**src/rtl/gf2m_pkg.sv**
```systemverilog
// Shared definitions for the digit-serial GF(2) polynomial multiplier.
package gf2m_pkg;

    typedef enum logic [1:0] {
        IDLE = 2'd0,
        MUL  = 2'd1,
        RED  = 2'd2,
        DONE = 2'd3
    } state_e;

    localparam logic [1:0] MODE_LO  = 2'b00;
    localparam logic [1:0] MODE_HI  = 2'b01;
    localparam logic [1:0] MODE_RED = 2'b10;

    // Integer ceil(n / d); d is never zero for legal parameters.
    function automatic int unsigned ceil_div(input int unsigned n, input int unsigned d);
        return (n + d - 1) / d;
    endfunction

    // Smallest r with 2**r >= v.
    function automatic int unsigned clog2_f(input int unsigned v);
        int unsigned r;
        r = 0;
        while ((64'd1 << r) < 64'(v)) begin
            r = r + 1;
        end
        return r;
    endfunction

endpackage

```
**src/rtl/gf2m_digit_serial_mul_if.sv**
```systemverilog
// Operand/result handshake bundle for the GF(2) multiplier.
interface gf2m_digit_serial_mul_if #(
    parameter int unsigned WIDTH = 8
);
    logic             in_valid;
    logic             in_ready;
    logic [WIDTH-1:0] in_a;
    logic [WIDTH-1:0] in_b;
    logic [1:0]       in_mode;
    logic             out_valid;
    logic             out_ready;
    logic [WIDTH-1:0] out_y;

    modport master (
        output in_valid, in_a, in_b, in_mode, out_ready,
        input  in_ready, out_valid, out_y
    );

    modport slave (
        input  in_valid, in_a, in_b, in_mode, out_ready,
        output in_ready, out_valid, out_y
    );
endinterface

```
**src/rtl/gf2m_clmul_digit.sv**
```systemverilog
// Combinational WIDTH x DIGIT carry-less partial product.
module gf2m_clmul_digit #(
    parameter int unsigned WIDTH = 8,
    parameter int unsigned DIGIT = 2
) (
    input  logic [WIDTH-1:0]       a_i,
    input  logic [DIGIT-1:0]       d_i,
    output logic [WIDTH+DIGIT-2:0] p_o
);
    localparam int unsigned PPW = WIDTH + DIGIT - 1;

    // XOR together a shifted by each set digit bit.
    always_comb begin
        p_o = '0;
        for (int unsigned i = 0; i < DIGIT; i++) begin
            if (d_i[i]) begin
                p_o = p_o ^ (PPW'(a_i) << i);
            end
        end
    end
endmodule

```
**src/rtl/gf2m_digit_serial_mul.sv**
```systemverilog
// Digit-serial carry-less multiplier: low half, high half, or reduced mod POLY.
module gf2m_digit_serial_mul
    import gf2m_pkg::*;
#(
    parameter int unsigned     WIDTH = 8,
    parameter int unsigned     DIGIT = 2,
    parameter logic [WIDTH-1:0] POLY = 'h1B
) (
    input  logic                    clk,
    input  logic                    rst_n,
    gf2m_digit_serial_mul_if.slave  bus,
    output logic                    busy_o
);
    localparam int unsigned PW    = 2 * WIDTH - 1;
    localparam int unsigned PPW   = WIDTH + DIGIT - 1;
    localparam int unsigned NSTEP = ceil_div(WIDTH, DIGIT);
    localparam int unsigned NRED  = ceil_div(WIDTH - 1, DIGIT);
    localparam int unsigned BW    = NSTEP * DIGIT;
    localparam int unsigned CW    = clog2_f(NSTEP + 1);

    state_e           state_q, state_d;
    logic [WIDTH-1:0] a_q, a_d;
    logic [BW-1:0]    b_q, b_d;
    logic [1:0]       mode_q, mode_d;
    logic [PW-1:0]    p_q, p_d;
    logic [CW-1:0]    cnt_q, cnt_d;
    logic [WIDTH-1:0] out_y_q, out_y_d;
    logic             in_ready_q, out_valid_q, busy_q;

    logic [PPW-1:0]   pp;
    logic [PW-1:0]    p_mul;
    logic [PW-1:0]    p_red;

    // Partial product of a with the current top digit of b.
    gf2m_clmul_digit #(
        .WIDTH (WIDTH),
        .DIGIT (DIGIT)
    ) u_clmul (
        .a_i (a_q),
        .d_i (b_q[BW-1 -: DIGIT]),
        .p_o (pp)
    );

    // One MUL step: shift the accumulator one digit and add the partial product.
    always_comb begin
        p_mul = (p_q << DIGIT) ^ PW'(pp);
    end

    // One RED step: fold up to DIGIT top positions, highest first, chained.
    always_comb begin
        int k;
        k     = 0;
        p_red = p_q;
        for (int unsigned j = 0; j < DIGIT; j++) begin
            k = int'(PW) - 1 - int'(cnt_q) * int'(DIGIT) - int'(j);
            if (k >= int'(WIDTH)) begin
                if (((p_red >> k) & PW'(1)) != '0) begin
                    p_red = p_red ^ (PW'(1) << k) ^ (PW'(POLY) << (k - int'(WIDTH)));
                end
            end
        end
    end

    // Next-state and datapath control.
    always_comb begin
        state_d = state_q;
        a_d     = a_q;
        b_d     = b_q;
        mode_d  = mode_q;
        p_d     = p_q;
        cnt_d   = cnt_q;
        out_y_d = out_y_q;

        case (state_q)
            IDLE: begin
                if (bus.in_valid) begin
                    a_d     = bus.in_a;
                    b_d     = BW'(bus.in_b);
                    mode_d  = (bus.in_mode == 2'b11) ? MODE_LO : bus.in_mode;
                    p_d     = '0;
                    cnt_d   = '0;
                    state_d = MUL;
                end
            end
            MUL: begin
                p_d   = p_mul;
                b_d   = b_q << DIGIT;
                cnt_d = cnt_q + CW'(1);
                if (cnt_q == CW'(NSTEP - 1)) begin
                    cnt_d   = '0;
                    state_d = (mode_q == MODE_RED) ? RED : DONE;
                end
            end
            RED: begin
                p_d   = p_red;
                cnt_d = cnt_q + CW'(1);
                if (cnt_q == CW'(NRED - 1)) begin
                    cnt_d   = '0;
                    state_d = DONE;
                end
            end
            DONE: begin
                if (bus.out_ready) begin
                    state_d = IDLE;
                end
            end
            default: state_d = IDLE;
        endcase

        // Capture the result once, on entry to DONE, so it holds under backpressure.
        if (state_q != DONE && state_d == DONE) begin
            out_y_d = (mode_q == MODE_HI) ? p_d[PW-1:WIDTH-1] : p_d[WIDTH-1:0];
        end
    end

    // State, datapath and registered output flops.
    always_ff @(posedge clk) begin
        if (!rst_n) begin
            state_q     <= IDLE;
            a_q         <= '0;
            b_q         <= '0;
            mode_q      <= MODE_LO;
            p_q         <= '0;
            cnt_q       <= '0;
            out_y_q     <= '0;
            in_ready_q  <= 1'b1;
            out_valid_q <= 1'b0;
            busy_q      <= 1'b0;
        end else begin
            state_q     <= state_d;
            a_q         <= a_d;
            b_q         <= b_d;
            mode_q      <= mode_d;
            p_q         <= p_d;
            cnt_q       <= cnt_d;
            out_y_q     <= out_y_d;
            in_ready_q  <= (state_d == IDLE);
            out_valid_q <= (state_d == DONE);
            busy_q      <= (state_d != IDLE);
        end
    end

    assign bus.in_ready  = in_ready_q;
    assign bus.out_valid = out_valid_q;
    assign bus.out_y     = out_y_q;
    assign busy_o        = busy_q;

    // The top digit of the accumulator must be empty before every MUL shift.
    a_no_overflow: assert property (@(posedge clk) disable iff (!rst_n)
        (state_q == MUL) |-> ((p_q >> (PW - DIGIT)) == '0));

endmodule

```
**src/flat_wrapper.sv**
```systemverilog
// flat-port wrapper written by rule: the top's interface ports become plain ports
module gf2m_digit_serial_mul_flat import gf2m_pkg::*;
#(
    parameter int unsigned     WIDTH = 8,
    parameter int unsigned     DIGIT = 2,
    parameter logic [WIDTH-1:0] POLY = 'h1B
)
  (clk, rst_n, busy_o, bus_in_valid, bus_in_a, bus_in_b, bus_in_mode, bus_out_ready, bus_in_ready, bus_out_valid, bus_out_y);
  gf2m_digit_serial_mul_if #(.WIDTH(WIDTH)) bus_i ();
  input  logic clk;
  input  logic rst_n;
  output logic busy_o;
  input wire logic [$bits(bus_i.in_valid)-1:0] bus_in_valid;
  input wire logic [$bits(bus_i.in_a)-1:0] bus_in_a;
  input wire logic [$bits(bus_i.in_b)-1:0] bus_in_b;
  input wire logic [$bits(bus_i.in_mode)-1:0] bus_in_mode;
  input wire logic [$bits(bus_i.out_ready)-1:0] bus_out_ready;
  output wire logic [$bits(bus_i.in_ready)-1:0] bus_in_ready;
  output wire logic [$bits(bus_i.out_valid)-1:0] bus_out_valid;
  output wire logic [$bits(bus_i.out_y)-1:0] bus_out_y;
  assign bus_i.in_valid = bus_in_valid;
  assign bus_i.in_a = bus_in_a;
  assign bus_i.in_b = bus_in_b;
  assign bus_i.in_mode = bus_in_mode;
  assign bus_i.out_ready = bus_out_ready;
  assign bus_in_ready = bus_i.in_ready;
  assign bus_out_valid = bus_i.out_valid;
  assign bus_out_y = bus_i.out_y;
  gf2m_digit_serial_mul #(.WIDTH(WIDTH), .DIGIT(DIGIT), .POLY(POLY)) u_core (.clk(clk), .rst_n(rst_n), .bus(bus_i), .busy_o(busy_o));
endmodule
```
**config.mk**
```make
export PLATFORM = sky130hd
export DESIGN_NAME = gf2m_digit_serial_mul_flat
export DESIGN_NICKNAME = d
export VERILOG_FILES = /design/src/rtl/gf2m_pkg.sv /design/src/rtl/gf2m_digit_serial_mul_if.sv /design/src/rtl/gf2m_clmul_digit.sv /design/src/rtl/gf2m_digit_serial_mul.sv /design/src/flat_wrapper.sv
export SDC_FILE = /design/constraint.sdc
export NUM_CORES = 1
export LEC_CHECK = 0
export BUFFER_PORTS_ARGS = -buffer_cell sky130_fd_sc_hd__buf_2
export CELL_PAD_IN_SITES_DETAIL_PLACEMENT = 1
export CELL_PAD_IN_SITES_GLOBAL_PLACEMENT = 1
export CORE_ASPECT_RATIO = 0.9
export CORE_UTILIZATION = 48
export CTS_CLUSTER_DIAMETER = 30
export DETAILED_ROUTE_END_ITERATION = 10
export GPL_ROUTABILITY_DRIVEN = 0
export PLACE_DENSITY_LB_ADDON = 0.1
export SYNTH_ARGS = -nofsm -noshare
export SYNTH_HDL_FRONTEND = slang
export SYNTH_HIERARCHICAL = 1
export SYNTH_SLANG_ARGS = --single-unit
```
**constraint.sdc**
```tcl
create_clock -name clk -period 5.4 [get_ports clk]
set_input_delay 0.54 -clock clk [delete_from_list [all_inputs] [get_ports clk]]
set_output_delay 0.54 -clock clk [all_outputs]
set_load 0.01 [all_outputs]
```
==> results.tsv <==
stage	metric	value	unit
synthesis	number of enable flip-flop cells after synthesis	0	
timing	count of final hold-check violations	0	
final_layout	commonest non-fill, non-tap cell in the layout	nand2_1	
synthesis	synthesis warning total	6	
hold_path	cell depth of the worst min-delay path	3	
routing	routed length per placed instance	18.6	um
power_and_ir_drop	ratio of total power to cell area	365	mW/mm^2
cts	Clk Latency, worst-skew pair	0.31	ns
setup_path	CP max stage cell	ha_1	
global_route	most used routing layer	met2	
setup_path	r2r setup slk	1.50	ns
synthesis	summed instance area of the synthesized netlist	0.00329	mm^2
setup_path	kind of cell adding the most delay to the critical path	compound AO/OA/AOI/OAI gates	
run_status	outcome	finished clean	
setup_path	kind of launch point of the worst setup path	flop	
place	number of placed instances, taps included	514	
final_layout	Antenna Diode Count	0	
timing	RSZ-0062 raised after global routing	false	
setup_path	FF-to-FF path depth	11	
setup_path	Cell Chain, Critical Path	buf_4 -> inv_1 -> ha_1 -> nor4bb_1 -> mux2i_1 -> a211oi_1 -> a21boi_0 -> a21o_1 -> a221oi_1 -> nand2_1 -> a22o_1	
global_route	global route total overflow	0	
cts	maximum clock path buffer count	2	
global_route	met2 capacity usage during global routing	0.492	
final_layout	final net count	465	
synthesis	number of distinct standard cells referenced by the synthesized netlist	66	
setup_path	endpoint of the most critical register-to-register path	u_core/bus.out_y[1]	
global_route	fraction of met3 tracks used by global routing	0.0421	
die	core footprint	0.00659	mm^2
cts	TritonCTS clock tree	done	
timing	max_slew headroom	0.248	
cts	Hold-fix buffers, CTS	0	
setup_path	Critical Path Start	u_core/cnt_q[0]	
cts	buffers inserted during post-CTS setup optimization	0	
global_route	GRT Overall Usage	0.287	
synthesis	biggest area contributors in the synthesized netlist	dfxtp_1 30%, nand2_1 7.0%, nor2_1 4.6%	
die	die span in x	89.2	um
routing	DRC violation count after routing	0	
synthesis	register bit count reported by yosys	49	
timing	period utilization	0.723	
final_layout	final std cells w/o fill	522	
synthesis	proportion of synthesized chip area in sequential cells	0.298	
power_and_ir_drop	standby leakage power	0.00136	uW
setup_path	category of the critical setup timing path	reg2reg	
synthesis	Post-Syn Instances	412	
timing	Worst Setup Slack, final	1.50	ns
die	number of rows in the core area	28	
timing	Sum Neg Setup Slack	0	ns
cts	number of buffers created by CTS	5	
final_layout	area added between synthesis and finish	8.98	%
routing	post-route antenna net violation count	0	
setup_path	critical path data arrival time	4.11	ns
routing	detailed-route vias per instance	6.02	
final_layout	commonest cells after routing, fill and taps aside	61 x nand2_1, 49 x dfxtp_1, 40 x nor2_1	
timing	worst hold margin	0.459	ns
hold_path	path class of the lowest-slack min-delay path	in2reg	
cts	H-Tree Level Count	2	
routing	total detailed-routing wirelength	9.72	mm
die	IO Count	33	
synthesis	Post-Synthesis Net Count	446	
die	starting utilization of the core area	0.499	
routing	number of vias in the routed layout	3141	
setup_path	CP peak stage delay	0.54	ns
synthesis	Main synth FF type	dfxtp_1	
synthesis	mux contribution to synthesized area	0.0464	
synthesis	Adder-Cell Fraction of Synth Area	0.0480	
timing	Worst-Margin Slew	1.13	ns
global_route	wire length of the first global-routing pass	15.6	mm
global_route	met1 routing resource usage after global routing	0.367	
final_layout	Post-Route Utilization	0.544	
setup_path	logic depth of the worst setup path including buffers	11	
synthesis	compound-cell area share of the yosys netlist	0.222	
die	height of the chip	80.5	um
global_route	pin count of the biggest net entering global routing	44	
final_layout	number of inserted filler cells in the final layout	858	
setup_path	CP Capture Type	flop	
flow_run	number of maximum-capacitance constraint violations	0	
setup_path	startpoint of the most critical register-to-register path	u_core/cnt_q[0]	
cts	post-CTS resize count	0	
setup_path	largest driver fanout on the critical path	24	
timing	shortest period the worst path allows	3.90	ns
hold_path	hold path startpoint	bus_in_a[0]	
synthesis	syn_area_per_cell	7.98	um^2
place	number of buffers inserted by port buffering	32	
die	die area	0.00718	mm^2
power_and_ir_drop	maximum VDD drop	0.237	mV
hold_path	Hold Path Sink	u_core/a_q[0]	
setup_path	CP Data Required Time	5.61	ns
global_route	antenna violations before repair	0	
global_route	number of global-route vias before repair	3145	
routing	number of violations reported at the end of detailed-routing iteration 0	284	
timing	highest attainable clock frequency	256	MHz
timing	final setup vio count	0	
timing	Fin Clk Skew	0.00500	ns
cts	CTS sink count	49	
setup_path	worst path buffer plus inverter count	2	
final_layout	fraction of layout cells with a size suffix above 1	0.127	
synthesis	dominant combinational cell family by area after synthesis	simple AND/OR/NAND/NOR gates	
synthesis	share of flip-flops with an asynchronous set or reset after synthesis	0	
place	Detail Placement HPWL	7.09	mm
place	worst slack, placed	1.57	ns
synthesis	post-synthesis cell type with the largest combined area	dfxtp_1	
timing	Slew Viols, Final	0	
cts	clock transition at the register clock pins on the worst setup and hold paths after CTS	0.10	ns
synthesis	simple-gate area share of the yosys netlist	0.251	
synthesis	xor/xnor share of the synthesized area	0.0879	
cts	master cell of the clock root buffer	clkbuf_8	
routing	first-pass detailed-route iteration total	4	
synthesis	top cell type's share of synthesized area	0.298	
## worst max path at each step
stage	endpoint	slack, ns
5_1_grt	u_core/bus.out_y[3]	1.05
3_5_place_dp	u_core/bus.out_y[2]	1.57
4_1_cts	u_core/bus.out_y[2]	1.53
6_report	u_core/bus.out_y[1]	1.50
3_3_place_gp	u_core/bus.out_y[2]	1.73
2_1_floorplan	u_core/bus.out_y[2]	1.95
## power breakdown
part	switching [uW]	internal, uW	leakage [uW]
combinational	384	193	0.000911
clock	139	106	0.0000478
sequential	64.6	421	0.000399
total	588	721	0.00136
## kinds of logic (layout without fill, tap and decap cells)
family	count (synthesis)	in the layout
and+or+nand+nor	167	167
buffers and inverters	37	57
AOI/OAI and AO/OA	99	99
muxes	15	15
adders and majority gates	12	12
DFF	49	49
xor gates and xnor gates	33	33
## cells in the mapped netlist (4+ instances only)
cell type  number
a211oi_1       11
a21oi_1        23
a22o_1          7
a22oi_1         7
and2_1          5
and3b_1         4
buf_2           4
clkbuf_1       17
dfxtp_1        49
ha_1           11
inv_1          13
mux2i_1        13
nand2_1        61
nand2b_1        9
nand3_1         4
nand3b_1        5
nor2_1         40
nor2b_1         5
nor3_1         12
nor3b_1         4
o21ai_0         9
o31ai_1         6
xnor2_1        16
xor2_1         17
## routing by layer
layer  part of all wire  routed length [um]
met1               0.46                4430
met2               0.48                4660
met3              0.041                 399
met4              0.024                 229
met5                  0                   0
## tightest hold or removal path: cells and delay by family
kind | cells | cell delay (ns)
buf+inv | 1 | 0.09
simple gates | 1 | 0.05
compound gates | 1 | 0.05
## state kept, by name (all words and copies together), names as in the netlist
signal                count
u_core/a_q                8
u_core/b_q                8
u_core/bus.in_ready       1
u_core/bus.out_valid      1
u_core/bus.out_y          8
u_core/busy_o             1
u_core/cnt_q              3
u_core/mode_q             2
u_core/p_q               15
u_core/state_q            2
## through the flow
| step | cell area (um^2) | total power (uW) |
|---|---|---|
| finish | 3580 | 1310 |
| global route | 3580 | 1400 |
| CTS | 3580 | 1320 |
| detailed placement | 3480 | 1060 |
| global placement | 3480 | 1050 |
| floorplan | 3290 | 912 |
## final cells by class
| class | instances | area, um^2 | area share |
|---|---|---|---|
| inverters | 14 | 52.6 | 0.0147 |
| multi-input cells | 326 | 2150 | 0.601 |
| clock inverters | 2 | 16.3 | 0.00454 |
| well taps | 90 | 113 | 0.0314 |
| repair buffers | 35 | 183 | 0.0510 |
| flip-flops and latches | 49 | 981 | 0.274 |
| clock buffers | 6 | 82.6 | 0.0231 |
Power figures use the tool's default switching activity.
